### src/rtl/ram_arb_pkg.sv
// Shared types and helpers for the shared-RAM arbiter.
package ram_arb_pkg;

  typedef enum logic {ARB, LOCKED} arb_state_t;

  // Index of the set bit in a one-hot vector (0 when the vector is empty).
  function automatic int unsigned onehot_to_idx(input logic [31:0] oh);
    int unsigned idx;
    idx = 0;
    for (int unsigned i = 0; i < 32; i++) begin
      if (oh[i[4:0]]) idx = i;
    end
    return idx;
  endfunction

endpackage

### src/rtl/ram_arbiter_if.sv
// Core-side and RAM-side buses of the shared-RAM arbiter.
interface ram_arbiter_if #(
  parameter int N_CORES    = 4,
  parameter int WIDTH      = 12,
  parameter int ADDR_WIDTH = 8
);
  logic [N_CORES-1:0]            core_req;
  logic [N_CORES-1:0]            core_wrEn;
  logic [N_CORES-1:0]            core_lock;
  logic [N_CORES*ADDR_WIDTH-1:0] core_addr;
  logic [N_CORES*WIDTH-1:0]      core_dataIn;
  logic [N_CORES-1:0]            core_gnt;
  logic [N_CORES-1:0]            core_rdValid;
  logic [WIDTH-1:0]              core_dataOut;
  logic                          ram_wrEn;
  logic [ADDR_WIDTH-1:0]         ram_addr;
  logic [WIDTH-1:0]              ram_dataIn;
  logic [WIDTH-1:0]              ram_dataOut;

  // Arbiter side.
  modport slave (
    input  core_req, core_wrEn, core_lock, core_addr, core_dataIn, ram_dataOut,
    output core_gnt, core_rdValid, core_dataOut, ram_wrEn, ram_addr, ram_dataIn
  );

  // Core array / RAM side.
  modport master (
    output core_req, core_wrEn, core_lock, core_addr, core_dataIn, ram_dataOut,
    input  core_gnt, core_rdValid, core_dataOut, ram_wrEn, ram_addr, ram_dataIn
  );
endinterface

### src/rtl/rr_priority_picker.sv
// Combinational round-robin picker: first requester at or above ptr, wrapping.
module rr_priority_picker
  import ram_arb_pkg::*;
#(
  parameter int N_CORES  = 4,
  parameter int ID_WIDTH = $clog2(N_CORES)
) (
  input  logic [N_CORES-1:0]  req,
  input  logic [ID_WIDTH-1:0] ptr,
  output logic [N_CORES-1:0]  gnt,
  output logic [ID_WIDTH-1:0] idx
);
  logic                found;
  logic [ID_WIDTH-1:0] c;

  // Rotating search starting at ptr; only the first hit is granted.
  always_comb begin
    gnt   = '0;
    found = 1'b0;
    c     = '0;
    for (int k = 0; k < N_CORES; k++) begin
      c = ID_WIDTH'((32'(ptr) + 32'(k)) % 32'(N_CORES));
      if (!found && req[c]) begin
        gnt[c] = 1'b1;
        found  = 1'b1;
      end
    end
    idx = ID_WIDTH'(onehot_to_idx(32'(gnt)));
  end
endmodule

### src/rtl/ram_arbiter.sv
// Shares one single-port, 1-cycle-read-latency RAM among N_CORES cores with
// round-robin grant, optional ownership lock and read-data return tagging.
module ram_arbiter
  import ram_arb_pkg::*;
#(
  parameter int N_CORES    = 4,
  parameter int WIDTH      = 12,
  parameter int DEPTH      = 256,
  parameter int ADDR_WIDTH = $clog2(DEPTH),
  parameter int ID_WIDTH   = $clog2(N_CORES)
) (
  input logic         clk,
  input logic         rstN,
  ram_arbiter_if.slave bus
);
  arb_state_t          state;
  logic [ID_WIDTH-1:0] rr_ptr;
  logic [ID_WIDTH-1:0] owner;
  logic                rd_pend;
  logic [ID_WIDTH-1:0] rd_tag;

  logic [N_CORES-1:0]  pick_gnt;
  logic [ID_WIDTH-1:0] pick_idx;
  logic [N_CORES-1:0]  gnt;
  logic [ID_WIDTH-1:0] gnt_idx;
  logic                any_gnt;
  logic [ID_WIDTH-1:0] next_ptr;

  rr_priority_picker #(
    .N_CORES (N_CORES),
    .ID_WIDTH(ID_WIDTH)
  ) u_picker (
    .req(bus.core_req),
    .ptr(rr_ptr),
    .gnt(pick_gnt),
    .idx(pick_idx)
  );

  // Zero-cycle grant: picker in ARB, owner only in LOCKED, nothing while in reset.
  always_comb begin
    gnt     = '0;
    gnt_idx = (state == ARB) ? pick_idx : owner;
    if (rstN) begin
      if (state == ARB) gnt = pick_gnt;
      else if (bus.core_req[owner]) gnt[owner] = 1'b1;
    end
    any_gnt  = |gnt;
    next_ptr = (gnt_idx == ID_WIDTH'(N_CORES - 1)) ? '0 : gnt_idx + ID_WIDTH'(1);
  end

  // RAM-side AND-OR mux of the granted core; all zero when nobody is granted.
  always_comb begin
    bus.ram_addr   = '0;
    bus.ram_dataIn = '0;
    bus.ram_wrEn   = 1'b0;
    for (int i = 0; i < N_CORES; i++) begin
      if (gnt[i]) begin
        bus.ram_addr   = bus.core_addr[i*ADDR_WIDTH +: ADDR_WIDTH];
        bus.ram_dataIn = bus.core_dataIn[i*WIDTH +: WIDTH];
        bus.ram_wrEn   = bus.core_wrEn[i];
      end
    end
  end

  // Read-return side: registered one-hot valid, data passes straight through.
  always_comb begin
    bus.core_rdValid = '0;
    if (rd_pend) bus.core_rdValid[rd_tag] = 1'b1;
    bus.core_gnt     = gnt;
    bus.core_dataOut = bus.ram_dataOut;
  end

  // Arbitration FSM, round-robin pointer, owner and read-pending flag.
  always_ff @(posedge clk or negedge rstN) begin
    if (!rstN) begin
      state   <= ARB;
      rr_ptr  <= '0;
      owner   <= '0;
      rd_pend <= 1'b0;
    end else begin
      rd_pend <= any_gnt & ~bus.core_wrEn[gnt_idx];
      case (state)
        ARB: begin
          if (any_gnt) begin
            rr_ptr <= next_ptr;
            if (bus.core_lock[gnt_idx]) begin
              owner <= gnt_idx;
              state <= LOCKED;
            end
          end
        end
        LOCKED: begin
          // The unlocking cycle's access is still granted above; leave afterwards.
          if (!bus.core_lock[owner]) state <= ARB;
        end
        default: state <= ARB;
      endcase
    end
  end

  // Read tag is datapath only; it is qualified by rd_pend.
  always_ff @(posedge clk) begin
    if (any_gnt) rd_tag <= gnt_idx;
  end
endmodule
### src/flat_wrapper.sv
// flat-port wrapper written by rule: the top's interface ports become plain ports
module ram_arbiter_flat import ram_arb_pkg::*;
#(
  parameter int N_CORES    = 4,
  parameter int WIDTH      = 12,
  parameter int DEPTH      = 256,
  parameter int ADDR_WIDTH = $clog2(DEPTH),
  parameter int ID_WIDTH   = $clog2(N_CORES)
)
  (clk, rstN, bus_core_req, bus_core_wrEn, bus_core_lock, bus_core_addr, bus_core_dataIn, bus_ram_dataOut, bus_core_gnt, bus_core_rdValid, bus_core_dataOut, bus_ram_wrEn, bus_ram_addr, bus_ram_dataIn);
  ram_arbiter_if #(.N_CORES(N_CORES), .WIDTH(WIDTH), .ADDR_WIDTH(ADDR_WIDTH)) bus_i ();
  input logic clk;
  input logic rstN;
  input wire logic [$bits(bus_i.core_req)-1:0] bus_core_req;
  input wire logic [$bits(bus_i.core_wrEn)-1:0] bus_core_wrEn;
  input wire logic [$bits(bus_i.core_lock)-1:0] bus_core_lock;
  input wire logic [$bits(bus_i.core_addr)-1:0] bus_core_addr;
  input wire logic [$bits(bus_i.core_dataIn)-1:0] bus_core_dataIn;
  input wire logic [$bits(bus_i.ram_dataOut)-1:0] bus_ram_dataOut;
  output wire logic [$bits(bus_i.core_gnt)-1:0] bus_core_gnt;
  output wire logic [$bits(bus_i.core_rdValid)-1:0] bus_core_rdValid;
  output wire logic [$bits(bus_i.core_dataOut)-1:0] bus_core_dataOut;
  output wire logic [$bits(bus_i.ram_wrEn)-1:0] bus_ram_wrEn;
  output wire logic [$bits(bus_i.ram_addr)-1:0] bus_ram_addr;
  output wire logic [$bits(bus_i.ram_dataIn)-1:0] bus_ram_dataIn;
  assign bus_i.core_req = bus_core_req;
  assign bus_i.core_wrEn = bus_core_wrEn;
  assign bus_i.core_lock = bus_core_lock;
  assign bus_i.core_addr = bus_core_addr;
  assign bus_i.core_dataIn = bus_core_dataIn;
  assign bus_i.ram_dataOut = bus_ram_dataOut;
  assign bus_core_gnt = bus_i.core_gnt;
  assign bus_core_rdValid = bus_i.core_rdValid;
  assign bus_core_dataOut = bus_i.core_dataOut;
  assign bus_ram_wrEn = bus_i.ram_wrEn;
  assign bus_ram_addr = bus_i.ram_addr;
  assign bus_ram_dataIn = bus_i.ram_dataIn;
  ram_arbiter #(.N_CORES(N_CORES), .WIDTH(WIDTH), .DEPTH(DEPTH), .ADDR_WIDTH(ADDR_WIDTH), .ID_WIDTH(ID_WIDTH)) u_core (.clk(clk), .rstN(rstN), .bus(bus_i));
endmodule
### config.mk
export PLATFORM = sky130hd
export DESIGN_NAME = ram_arbiter_flat
export DESIGN_NICKNAME = d
export VERILOG_FILES = /design/src/rtl/ram_arb_pkg.sv /design/src/rtl/ram_arbiter_if.sv /design/src/rtl/rr_priority_picker.sv /design/src/rtl/ram_arbiter.sv /design/src/flat_wrapper.sv
export SDC_FILE = /design/constraint.sdc
export NUM_CORES = 1
export LEC_CHECK = 0
export CAP_MARGIN = 10
export CELL_PAD_IN_SITES_DETAIL_PLACEMENT = 1
export CELL_PAD_IN_SITES_GLOBAL_PLACEMENT = 1
export CORE_AREA = 8 8 73 75
export CTS_BUF_LIST = sky130_fd_sc_hd__clkbuf_16
export DETAILED_ROUTE_END_ITERATION = 10
export DIE_AREA = 0 0 81 83
export DONT_BUFFER_PORTS = 1
export GPL_TIMING_DRIVEN = 0
export PLACE_DENSITY_LB_ADDON = 0.08
export SETUP_SLACK_MARGIN = 0.5
export SYNTH_ARGS = -nofsm -noshare
export SYNTH_HDL_FRONTEND = slang
export SYNTH_SLANG_ARGS = --single-unit
### constraint.sdc
create_clock -name clk -period 4.4 [get_ports clk]
set_input_delay 0.44 -clock clk [delete_from_list [all_inputs] [get_ports clk]]
set_output_delay 0.44 -clock clk [all_outputs]
set_load 0.005 [all_outputs]
==> impl_metrics.csv <==
group,metric,value,unit
layout,drive_gt1_share,29.5,%
sta,hold_violations,0,
min_path,hold_depth,3,
clock_tree,htreeDepth,1,
clock_tree,clockBufferDepth,2,
yosys,synthCells,217,
yosys,synth_xor_xnor_area_share,0,%
power_and_ir_drop,pwr-share-clk,9.1,%
critical_path,required,3.96,ns
sta,drv_slew,0,
min_path,hold_class,"primary input to flip-flop",
power_and_ir_drop,p_leak,0.000797,uW
grt,grt_overflow_total,0,
place,dpl_cell_area,1750,um^2
yosys,async_reset_ff_share,75.0,%
power_and_ir_drop,power_frac_comb,81.1,%
sta,clock_skew,0.000688,ns
drt,first_pass_iters,4,
grt,track_usage,19.3,%
sta,min_period_over_period,85.0,%
yosys,synth_edf_count,2,
yosys,yosysWarnings,0,
yosys,avgSynthCellArea,7.77,um^2
yosys,synth_mux_area_share,11.7,%
grt,grt_max_degree,11,
sta,fin_setup_tns,0,ns
place,hpwl,5.54,mm
sta,min_period,3.74,ns
yosys,synth_top_family_by_area,"compound AO/OA/AOI/OAI gates",
place,pre_cts_slack,0.401,ns
layout,final_cell_area,1960,um^2
layout,final_cell_mix,"nand2_1 (33), nor2_1 (27), a221oi_1 (19), buf_4 (18), o31ai_1 (14)",
drt,vias,1809,
place,gp_congestion,0.826,
layout,antennaDiodeCount,0,
yosys,synth.yosys.seq_area_share,12.5,%
min_path,min-delay-start,"bus_core_wrEn[2]",
yosys,synthAdderAreaFrac,5.20,%
yosys,syn-num-nets,330,
floorplan,die_h,83,um
drt,wl_per_cell,24.7,um
drt,viasPerCell,6.55,
critical_path,path_class,"flip-flop to output port",
sta,maxSlewHeadroom,66.6,%
place,port_buffers,0,
grt,antenna_found_initial,0,
floorplan,num_rows,24,
power_and_ir_drop,p_seq_share,9.9,%
job,drv_cap,0,
drt,antenna_left,0,
power_and_ir_drop,powerDensity,861,nW/um^2
critical_path,arrival,3.30,ns
yosys,ys_seq_elements,8,
clock_tree,root_buffer,"clkbuf_16",
critical_path,cp_max_fo,10,
yosys,synth-compound-area-share,33.6,%
floorplan,start_util,40.1,%
layout,num-fill-cells,538,
yosys,syn-cell-area,1690,um^2
power_and_ir_drop,peakVddDrop,349,uV
layout,final_core_util,46.7,%
clock_tree,clk_pin_slew,0.04,ns
clock_tree,cts_inserted_buffers,3,
grt,grt_pass1_wl,10.4,mm
floorplan,fp.coreArea,4200,um^2
layout,syn_to_final_growth,16.5,%
power_and_ir_drop,intPower,817,uW
floorplan,die_w,81,um
yosys,synthDistinctLibCells,49,
layout,layout.nets,339,
outcome,status,"completed",
sta,setup_viol,0,
floorplan,io_pins,147,
critical_path,timing.rr.start,"u_core.rr_ptr[0]",
power_and_ir_drop,switching_share,51.6,%
sta,rsz0062_at_grt,"no",
layout,final_common_cell,"nand2_1",
floorplan,die-area,6720,um^2
clock_tree,clk_latency,0.23,ns
yosys,synthFlopType,"dfrtp_1",
clock_tree,cts_tree,"built",
critical_path,timing.rr.end,"u_core.owner[1]",
power_and_ir_drop,switchingPower,872,uW
critical_path,cp-end-kind,"output port",
critical_path,reg2reg_slack,0.97,ns
drt,drc,0,
yosys,synth-simple-area-share,24.1,%
clock_tree,cts_sinks,8,
critical_path,worstRegToRegCells,12,
drt,wirelength,6.81,mm
sta,worst_pin_slew,0.496,ns
min_path,min_to,"u_core.rd_pend",
sta,layout_setup_ws,0.660,ns
sta,max_freq,0.267,GHz
critical_path,start_kind,"flip-flop",
drt,drt_iter0_drc,51,
grt,grt_pass1_vias,2071,
final cells by class:
class                           count  area (um^2)  area share [%]
Buffer                             28          199            10.1
Clock buffer                        3         75.1            3.82
Inverter                           12         45.0            2.29
Multi-Input combinational cell    169         1340            68.1
Sequential cell                     8          210            10.7
Tap cell                           52         65.1            3.31
Timing Repair Buffer                4         32.5            1.66
worst max path at each step:
| stage | from | to | slack, ns | depth (start not counted) |
|---|---|---|---|---|
| after floorplan | u_core.rr_ptr[0] | bus_ram_dataIn[10] | 0.91 | 11 |
| final | u_core.rr_ptr[0] | bus_ram_dataIn[11] | 0.66 | 13 |
| after CTS | u_core.rr_ptr[0] | bus_ram_dataIn[6] | 0.52 | 13 |
| after detailed placement | u_core.rr_ptr[0] | bus_ram_dataIn[6] | 0.40 | 12 |
| after global placement | u_core.rr_ptr[0] | bus_ram_dataIn[2] | 0.48 | 12 |
| after global routing | u_core.rr_ptr[1] | bus_ram_dataIn[5] | 0.50 | 11 |
sequential cells by signal (all words and copies together), names as in the netlist:
signal          count
u_core.rr_ptr       2
u_core.rd_pend      1
u_core.state        1
u_core.owner        2
u_core.rd_tag       2
power by group through the flow:
stage	combinational, uW	sequential, uW	clock (uW)
floorplan	987	158	0
global placement	1200	166	0
detailed placement	1250	170	0
CTS	1320	169	155
global route	1500	173	161
finish	1370	167	153
logic make-up after synthesis:
group	Yosys count
buffers and inverters	40
muxes	11
DFF	8
adders and majority gates	7
AOI/OAI and AO/OA	67
and+or+nand+nor	84
worst max-delay path, stage by stage (launching register included):
cell and delay, ns:
dfrtp_1 0.37, buf_6 0.14, inv_1 0.13, ha_4 0.32, mux4_2 0.57, nand3b_1 0.19, a21oi_1 0.18, a21oi_2 0.07
o21a_2 0.24, inv_2 0.15, nor2_4 0.07, buf_4 0.18, a221oi_1 0.34, o31ai_2 0.13
metal layers:
layer  track usage (%)  wire [um]  up-vias
met5                 0          0        -
met3              7.11        607        8
met1              18.6       2320      893
li1                  -          -      822
met4              5.69        116        0
met2              36.3       3760       86
cells in the mapped netlist (all sizes together) (3+ instances only):
| cell | instances | area share, % |
|---|---|---|
| o21ai | 3 | 0.89 |
| a221oi | 21 | 11 |
| clkbuf | 8 | 1.9 |
| buf | 20 | 8.4 |
| nor2 | 28 | 6.2 |
| inv | 12 | 2.7 |
| o31ai | 22 | 9.8 |
| mux2i | 4 | 2.4 |
| mux4 | 6 | 8.5 |
| a21oi | 9 | 3.1 |
| dfrtp | 6 | 8.9 |
| nand2 | 33 | 7.3 |
| ha | 7 | 5.2 |
| or2b | 5 | 2.3 |
what timing repair did:
item | 4_1_cts | 5_1_grt
cloned | 0 | 0
hold endpoints to repair | 6 | 0
hold buffers | 1 | 0
gates resized for setup | 18 | 16
setup endpoints to repair | 21 | 21
setup buffers | 1 | 2
pin swaps | 12 | 8
stage by stage:
step / std cells / total power, uW / hold slack, ns
3_3_place_gp: 269 / 1360 / 0.145
2_1_floorplan: 217 / 1140 / 0.144
5_1_grt: 276 / 1840 / 0.487
6_report: 276 / 1690 / 0.464
4_1_cts: 274 / 1640 / 0.460
3_5_place_dp: 269 / 1420 / 0.145
(Power assumes the default switching activity.)
